**src/rtl/apb_read_master.sv**
```systemverilog
// apb_read_master
//   APB read initiator for the flash-controller bring-up path. Accepts one read
//   request at a time, drives a free-running divided APB clock (pclk), runs a
//   SETUP phase followed by an ACCESS phase that ends on pready or on timeout,
//   and returns a single-cycle response.
//
//   Handshake: a request transfers in any clk cycle where req_valid and
//   req_ready are both high; req_addr is captured then and later changes are
//   ignored. The response has no backpressure: rsp_valid is high for exactly
//   one clk cycle and rsp_data/rsp_err hold until the next response.
//
// Ports
//   clk, rst            system clock, synchronous active-high reset
//   req_valid/req_ready request handshake, req_addr byte address
//   rsp_valid/rsp_data/rsp_err  response pulse, read data (0 on error), timeout flag
//   pclk, psel, penable, pwrite, paddr  APB initiator outputs (all registered)
//   pready, prdata      APB responder inputs
module apb_read_master #(
  parameter int CLK_DIV = 2,     // clk cycles per pclk half-period, 1..255
  parameter int TIMEOUT = 255    // ACCESS pclk rises allowed without pready, 1..65535
) (
  input  logic        clk,
  input  logic        rst,
  input  logic        req_valid,
  output logic        req_ready,
  input  logic [31:0] req_addr,
  output logic        rsp_valid,
  output logic [31:0] rsp_data,
  output logic        rsp_err,
  output logic        pclk,
  output logic        psel,
  output logic        penable,
  output logic        pwrite,
  output logic [31:0] paddr,
  input  logic        pready,
  input  logic [31:0] prdata
);

  typedef enum logic [1:0] {
    IDLE      = 2'd0,
    WAIT_EDGE = 2'd1,
    SETUP     = 2'd2,
    ACCESS    = 2'd3
  } state_t;

  localparam logic [7:0]  DIV_LAST = 8'(CLK_DIV - 1);
  localparam logic [15:0] TMO_LAST = 16'(TIMEOUT - 1);

  state_t      state;
  logic [7:0]  div_cnt;
  logic [15:0] tmo_cnt;
  logic [31:0] addr_q;
  logic        pclk_rise;

  // pclk is about to go 0->1 at the end of this clk cycle. Every APB output
  // changes only on this strobe so the responder sees them stable at the
  // following pclk fall.
  assign pclk_rise = (div_cnt == DIV_LAST) && !pclk;

  assign req_ready = (state == IDLE);

  // Free-running clock divider.
  always_ff @(posedge clk) begin
    if (rst) begin
      div_cnt <= 8'd0;
      pclk    <= 1'b0;
    end else if (div_cnt == DIV_LAST) begin
      div_cnt <= 8'd0;
      pclk    <= ~pclk;
    end else begin
      div_cnt <= div_cnt + 8'd1;
    end
  end

  // Transfer FSM with registered outputs.
  always_ff @(posedge clk) begin
    if (rst) begin
      state     <= IDLE;
      addr_q    <= 32'd0;
      tmo_cnt   <= 16'd0;
      psel      <= 1'b0;
      penable   <= 1'b0;
      pwrite    <= 1'b0;
      paddr     <= 32'd0;
      rsp_valid <= 1'b0;
      rsp_data  <= 32'd0;
      rsp_err   <= 1'b0;
    end else begin
      pwrite    <= 1'b0;
      rsp_valid <= 1'b0;
      case (state)
        IDLE: begin
          if (req_valid) begin
            addr_q <= req_addr;
            state  <= WAIT_EDGE;
          end
        end
        WAIT_EDGE: begin
          if (pclk_rise) begin
            psel    <= 1'b1;
            penable <= 1'b0;
            paddr   <= addr_q;
            state   <= SETUP;
          end
        end
        SETUP: begin
          if (pclk_rise) begin
            penable <= 1'b1;
            tmo_cnt <= 16'd0;
            state   <= ACCESS;
          end
        end
        ACCESS: begin
          if (pclk_rise) begin
            // pready is tested first so a reply on the last allowed rise
            // still counts as a success.
            if (pready) begin
              rsp_data  <= prdata;
              rsp_err   <= 1'b0;
              rsp_valid <= 1'b1;
              psel      <= 1'b0;
              penable   <= 1'b0;
              state     <= IDLE;
            end else if (tmo_cnt == TMO_LAST) begin
              rsp_data  <= 32'd0;
              rsp_err   <= 1'b1;
              rsp_valid <= 1'b1;
              psel      <= 1'b0;
              penable   <= 1'b0;
              state     <= IDLE;
            end else begin
              tmo_cnt <= tmo_cnt + 16'd1;
            end
          end
        end
        default: state <= IDLE;
      endcase
    end
  end

endmodule

```
**config.mk**
```make
export PLATFORM = sky130hd
export DESIGN_NAME = apb_read_master
export DESIGN_NICKNAME = d
export VERILOG_FILES = /design/src/rtl/apb_read_master.sv
export SDC_FILE = /design/constraint.sdc
export NUM_CORES = 1
export LEC_CHECK = 0
export CORE_MARGIN = 5
export CORE_UTILIZATION = 51
export DETAILED_ROUTE_END_ITERATION = 8
export GPL_ROUTABILITY_DRIVEN = 0
export PLACE_DENSITY = 0.87
export SLEW_MARGIN = 20
export SYNTH_ARGS = -nofsm -noshare
export SYNTH_HDL_FRONTEND = slang
export SYNTH_SLANG_ARGS = --single-unit
```
**constraint.sdc**
```tcl
create_clock -name clk -period 6.6 [get_ports clk]
set_clock_uncertainty 0.2 [all_clocks]
set_input_delay 0.99 -clock clk [delete_from_list [all_inputs] [get_ports clk]]
set_output_delay 0.99 -clock clk [all_outputs]
set_load 0.1 [all_outputs]
```
; ---- After elaboration in Yosys (flattened, before gate mapping)
; Cells that the tools add are included.
[totals]
input_bits = 68
wordCells = 69
regBits = 127
output_inout_bits = 71
[classes]
n_addsub = 2
reduce_logical = 16
eq_ne = 12
bitwise = 3
n_mux = 25
[ops]
columns = operator, n
row1 = $mux W16, 4
row2 = $mux W32, 2
row3 = $pmux W16 S2, 1
row4 = $add A16 B1 Y16 const B, 1
row5 = $eq A16 B8 Y1 const B, 1
row6 = $reduce_and A5 Y1, 3
row7 = $mux W2, 6
row8 = $ne A2 B2 Y1 const B, 6
row9 = $mux W1, 9
row10 = $add A8 B1 Y8 const B, 1
row11 = $eq A8 B1 Y1 const B, 1
row12 = $pmux W2 S4, 1
row13 = $reduce_bool A2 Y1, 3
row14 = $eq A2 B2 Y1 const B, 2
row15 = $reduce_and A2 Y1, 2
row16 = $reduce_and A4 Y1, 1
row17 = $ne A3 B3 Y1 const B, 1
row18 = $not A1 Y1, 3
row19 = $pmux W1 S3, 1
row20 = $reduce_and A3 Y1, 1
row21 = $reduce_bool A3 Y1, 1
row22 = $reduce_or A3 Y1, 1
row23 = $eq A2 B1 Y1 const B, 1
row24 = $logic_not A2 Y1, 1
row25 = other kinds (4), 4

; ---- Depth between registers and ports, before layout
[depth]
word_depth = 5
depth_mapped = 9
mapped_depth_nobuf = 7

; ---- Least setup slack after synthesis
; Ideal clock, no wire load.
[synth_timing]
kind = register -> register
from = register pclk
to = register tmo_cnt[14]
setup_slack_ns = 4.001
arrival_time_ns = 2.329
n_path_buf = 0
stages_incl_launch_ff = 6
required_time_ns = 6.330
synth_period_minus_slack_ns = 2.599
setup_ns = 0.070
cell_sequence = dfxtp_1 or4b_1 nor2_2 a41oi_2 or4_1 a21boi_1
[synth_via]
elab_chain_cells = 4
word_cells_on_any_way = 5
cone_classes = 2 x eq/ne / 3 x reduce/logical
[synth_lines]
columns = item, line_no
row1 = start: declaration, 30  ; output logic pclk,
row2 = start signal: assignment, 69  ; pclk <= ~pclk;
row3 = $logic_not A1 Y1 (*), 58  ; assign pclk_rise = (div_cnt == DIV_LAST) && !pclk;
row4 = $logic_and A1 B1 Y1 (*), 58
row5 = $ne A2 B2 Y1 (no source line), n/a
row6 = $reduce_and A5 Y1 (no source line) (*), n/a
row7 = end signal: assignment, 132  ; tmo_cnt <= tmo_cnt + 16'd1;
row8 = end: declaration, 51  ; logic [15:0] tmo_cnt;
; Every way passes the cells marked *; elsewhere a longest branch is shown, timed or not.
; A chain may end at the register's enable or synchronous reset.

; ---- Worst setup path in the final report
[layout_timing]
from = register state[0]
to = output port req_ready
[layout_via]
elab_chain_cells = 1
[layout_lines]
columns = item, line_no
row1 = start: declaration, 49  ; state_t state;
row2 = start signal: assignment, 78  ; state <= IDLE;
row3 = start signal: assignment, 95  ; state <= WAIT_EDGE;
row4 = start signal: assignment, 103  ; state <= SETUP;
row5 = $logic_not A2 Y1, 60  ; assign req_ready = (state == IDLE);
row6 = end: declaration, 25  ; output logic req_ready,
; Every way passes these cells.

==> summary.md <==
| Metric | Value |
|---|---|
| Antenna violations before repair | 0 |
| Crit path max-delay family | buffers and inverters |
| Crit-path max FO | 4 |
| Cell taking the most area after synthesis | dfxtp_1 |
| Xor and xnor fraction of the mapped netlist area | 0.01241 |
| Complex-gate fraction of the synthesized area | 0.1809 |
| Post-CTS Setup Bufs | 0 |
| Detail Placement HPWL | 8.909 mm |
| Pin count of the biggest net entering global routing | 111 |
| Slowest cell on crit path | clkdlybuf4s50_1 |
| Pwr Density | 322.4 nW/um^2 |
| Setup TNS | 0 ps |
| CTS root buffer | clkbuf_8 |
| Final hold vios | 0 |
| First-pass GRT wire length | 21.82 mm |
| Synth Area per Inst | 8.328 sq um |
| Critical Path End Type | primary output |
| Fin util | 0.7214 |
| R2r setup slk | 3600 ps |
| Worst Hold End | paddr[5] |
| Ratio of final minimum period to clock period | 0.5398 |
| Synth Area in Adders | 0.02280 |
| Number of hold buffers added after CTS | 0 |
| Status | complete, no violations |
| Hold path startpoint | addr_q[5] |
| Cell with the most instances after synthesis | nand2_1 |
| RSZ-0062 raised after global routing | false |
| Area contributors post-synth | dfxtp_1 (51%), nand2_1 (11%), a21oi_1 (7.6%) |
| CP bufs+invs | 2 |
| Crit path cell chain | inv_1, ha_1, clkdlybuf4s50_1 |
| Combinational family with the most area after synthesis | simple AND/OR/NAND/NOR gates |
| Nature of the critical path startpoint | flip-flop |
| Die Span X | 108.4 um |
| Share of layout cells above drive strength 1 | 0.07044 |
| Die Ht | 108.4 um |
| DR WL/cell | 15.96 um |
| Skew-Pair Late Insertion Delay | 500 ps |
| Vias per std cell | 5.513 |
| Area grow syn2layout | 40.16% |
| Layout Nets | 788 |
| Worst Path Arrival | 2370 ps |
| Clock sink count | 127 |
| Hold Path Class | reg2reg |
| DRT Wirelength | 13.68 mm |
| Die area | 11,750 sq um |
| Leak Pwr | 0.002423 uW |
| Reg2reg start | div_cnt[0] |
| Yosys top cell area share | 0.5148 |
| 1st-iter DRT viols | 331 |
| Slew HR | 0.3032 |
| Vias in the first global route | 4,608 |
| Clock transition at path regs | 60 ps |
| Global-route usage over all layers | 0.2315 |
| Critical Path RT | 5410 ps |
| Synth Area in Simple Gates | 0.2273 |
| EDFF count, synth | 0 |
| Syn nets | 670 |
| IO Count | 139 |
| R2R depth | 6 |
| Worst IR Drop VDD | 0.2192 mV |
| Resized Gates After CTS | 0 |
| Synth top cells by count | nand2_1 (147), dfxtp_1 (127), a21oi_1 (75) |
| Post-synthesis cell count | 593 |
| Yosys warning total | 0 |
| R2R Path End | rsp_data[28] |
| CP max stage delay | 1180 ps |
| Netlist Area Pre-Place | 4938 sq um |
| Hold depth | 2 |
| Slew @ Worst Pin | 1042 ps |
| # rows | 36 |
| Ant diodes | 0 |
| DR DRC count | 0 |
| Initial core utilization | 0.5147 |
| Distinct cells, synth | 56 |
| Core area | 9594 sq um |
| Drt pass-1 iters | 5 |
| Final Critical Period | 3562 ps |
| H-tree depth | 4 |
| Max Slew Vio Count | 0 |
| Max Freq | 280.7 MHz |
| Max cap viols | 0 |
| Setup-failing EPs final | 0 |
| Clock Tree Buf Depth | 2 |
| CTS tree | built |
| Gr ovfl total | 0 |
| Post-synthesis sequential area ratio | 0.5148 |
| Cts bufs inserted | 17 |
| Via count | 4,725 |
| Multiplexer share of the synthesized area | 0.002027 |
| #FFs+latches synth | 127 |
| Top_reg_cell synth | dfxtp_1 |
| Port-buffer cells | 137 |
| Critical path class | reg2out |
| Synth async-reset ratio | 0 |
| Routed Antenna Nets | 0 |
[stage by stage]
step | total power (uW) | setup WS, ps | hold WS (ps) | std cells | cell area, sq um
global placement | 1318 | 3328 | 236.3 | 825 | 6335
floorplan | 1206 | 4001 | 232.1 | 593 | 4938
CTS | 2238 | 3041 | 251.6 | 857 | 6910
detailed placement | 1333 | 3250 | 246.2 | 825 | 6336
global route | 2322 | 2970 | 273.3 | 857 | 6922
finish | 2231 | 3038 | 252.0 | 857 | 6922
[worst max-delay path by stage]
stage                  start  slack (ps)      endpoint  cells after the start
floorplan               pclk        4000   tmo_cnt[14]                      5
global placement      pready        3330  rsp_data[11]                      5
detailed placement    pready        3250   rsp_data[1]                      5
CTS                 state[0]        3040     req_ready                      3
global route        state[0]        2970     req_ready                      3
finish              state[0]        3040     req_ready                      3
[layer usage]
metal  vias to the layer above  global-route usage  share of wire
met5                         -                   0              0
met4                         0             0.08296          0.027
met1                      2264              0.2718           0.39
li1                       2269                   -              -
met2                       158              0.4104           0.54
met3                        34             0.05433          0.046
[placed cells by master, fill, tap and decap left out, drive strengths merged, types with 2 or more instances in the layout]
cell type      instances
xor2                   4
clkdlybuf4s50        136
bufinv                 2
nand3b                 2
nand4                  3
nand2                147
nor3                   6
dfxtp                127
nand3                 15
or4                    5
a41oi                  2
a311oi                 2
or3                    3
a41o                   2
clkbuf                18
buf                    3
a22oi                 32
xnor2                  3
clkinvlp               4
a21oi                 76
ha                     9
clkinv                 3
or2                    2
o21a                   3
a211oi                 2
o21ai                  9
a31oi                  4
nor4                   4
nor4b                  2
o32ai                  2
inv                   14
and3                   5
nor2                  56
[tightest hold or removal path, cell delays in order, from the launching register on]
cell and delay, ps:
dfxtp_1 310, nand2_1 50, a21oi_1 50
[flip-flops by register name, indices dropped and copies added (netlist names), 2 cells and up]
signal / flops
div_cnt: 8
paddr: 32
rsp_data: 32
state: 2
tmo_cnt: 16
addr_q: 32
[where the power goes]
part           leakage, uW  internal, uW  total, uW  switching, uW
clock             0.000269           543        903            359
sequential         0.00103           824        861           36.2
combinational      0.00112           144        468            324
[cells by family (layout without fill, tap and decap cells)]
kind of cell | after synthesis | count (layout)
xor+xnor | 7 | 7
fa+ha+maj | 9 | 9
buf+inv | 49 | 180
compound gates | 141 | 141
mux | 1 | 1
flops | 127 | 127
simple gates | 258 | 258
other cells | 1 | 1
[cell type report]
type	count	area [sq um]
Clock inverter	14	156.4
Tap cell	133	166.4
Timing Repair Buffer	139	1388
Clock buffer	18	417.9
Sequential cell	127	2542
Inverter	9	33.78
Multi-Input combinational cell	417	2217
Fill cell	684	2673
No activity file was read; power rests on OpenSTA's default activity.
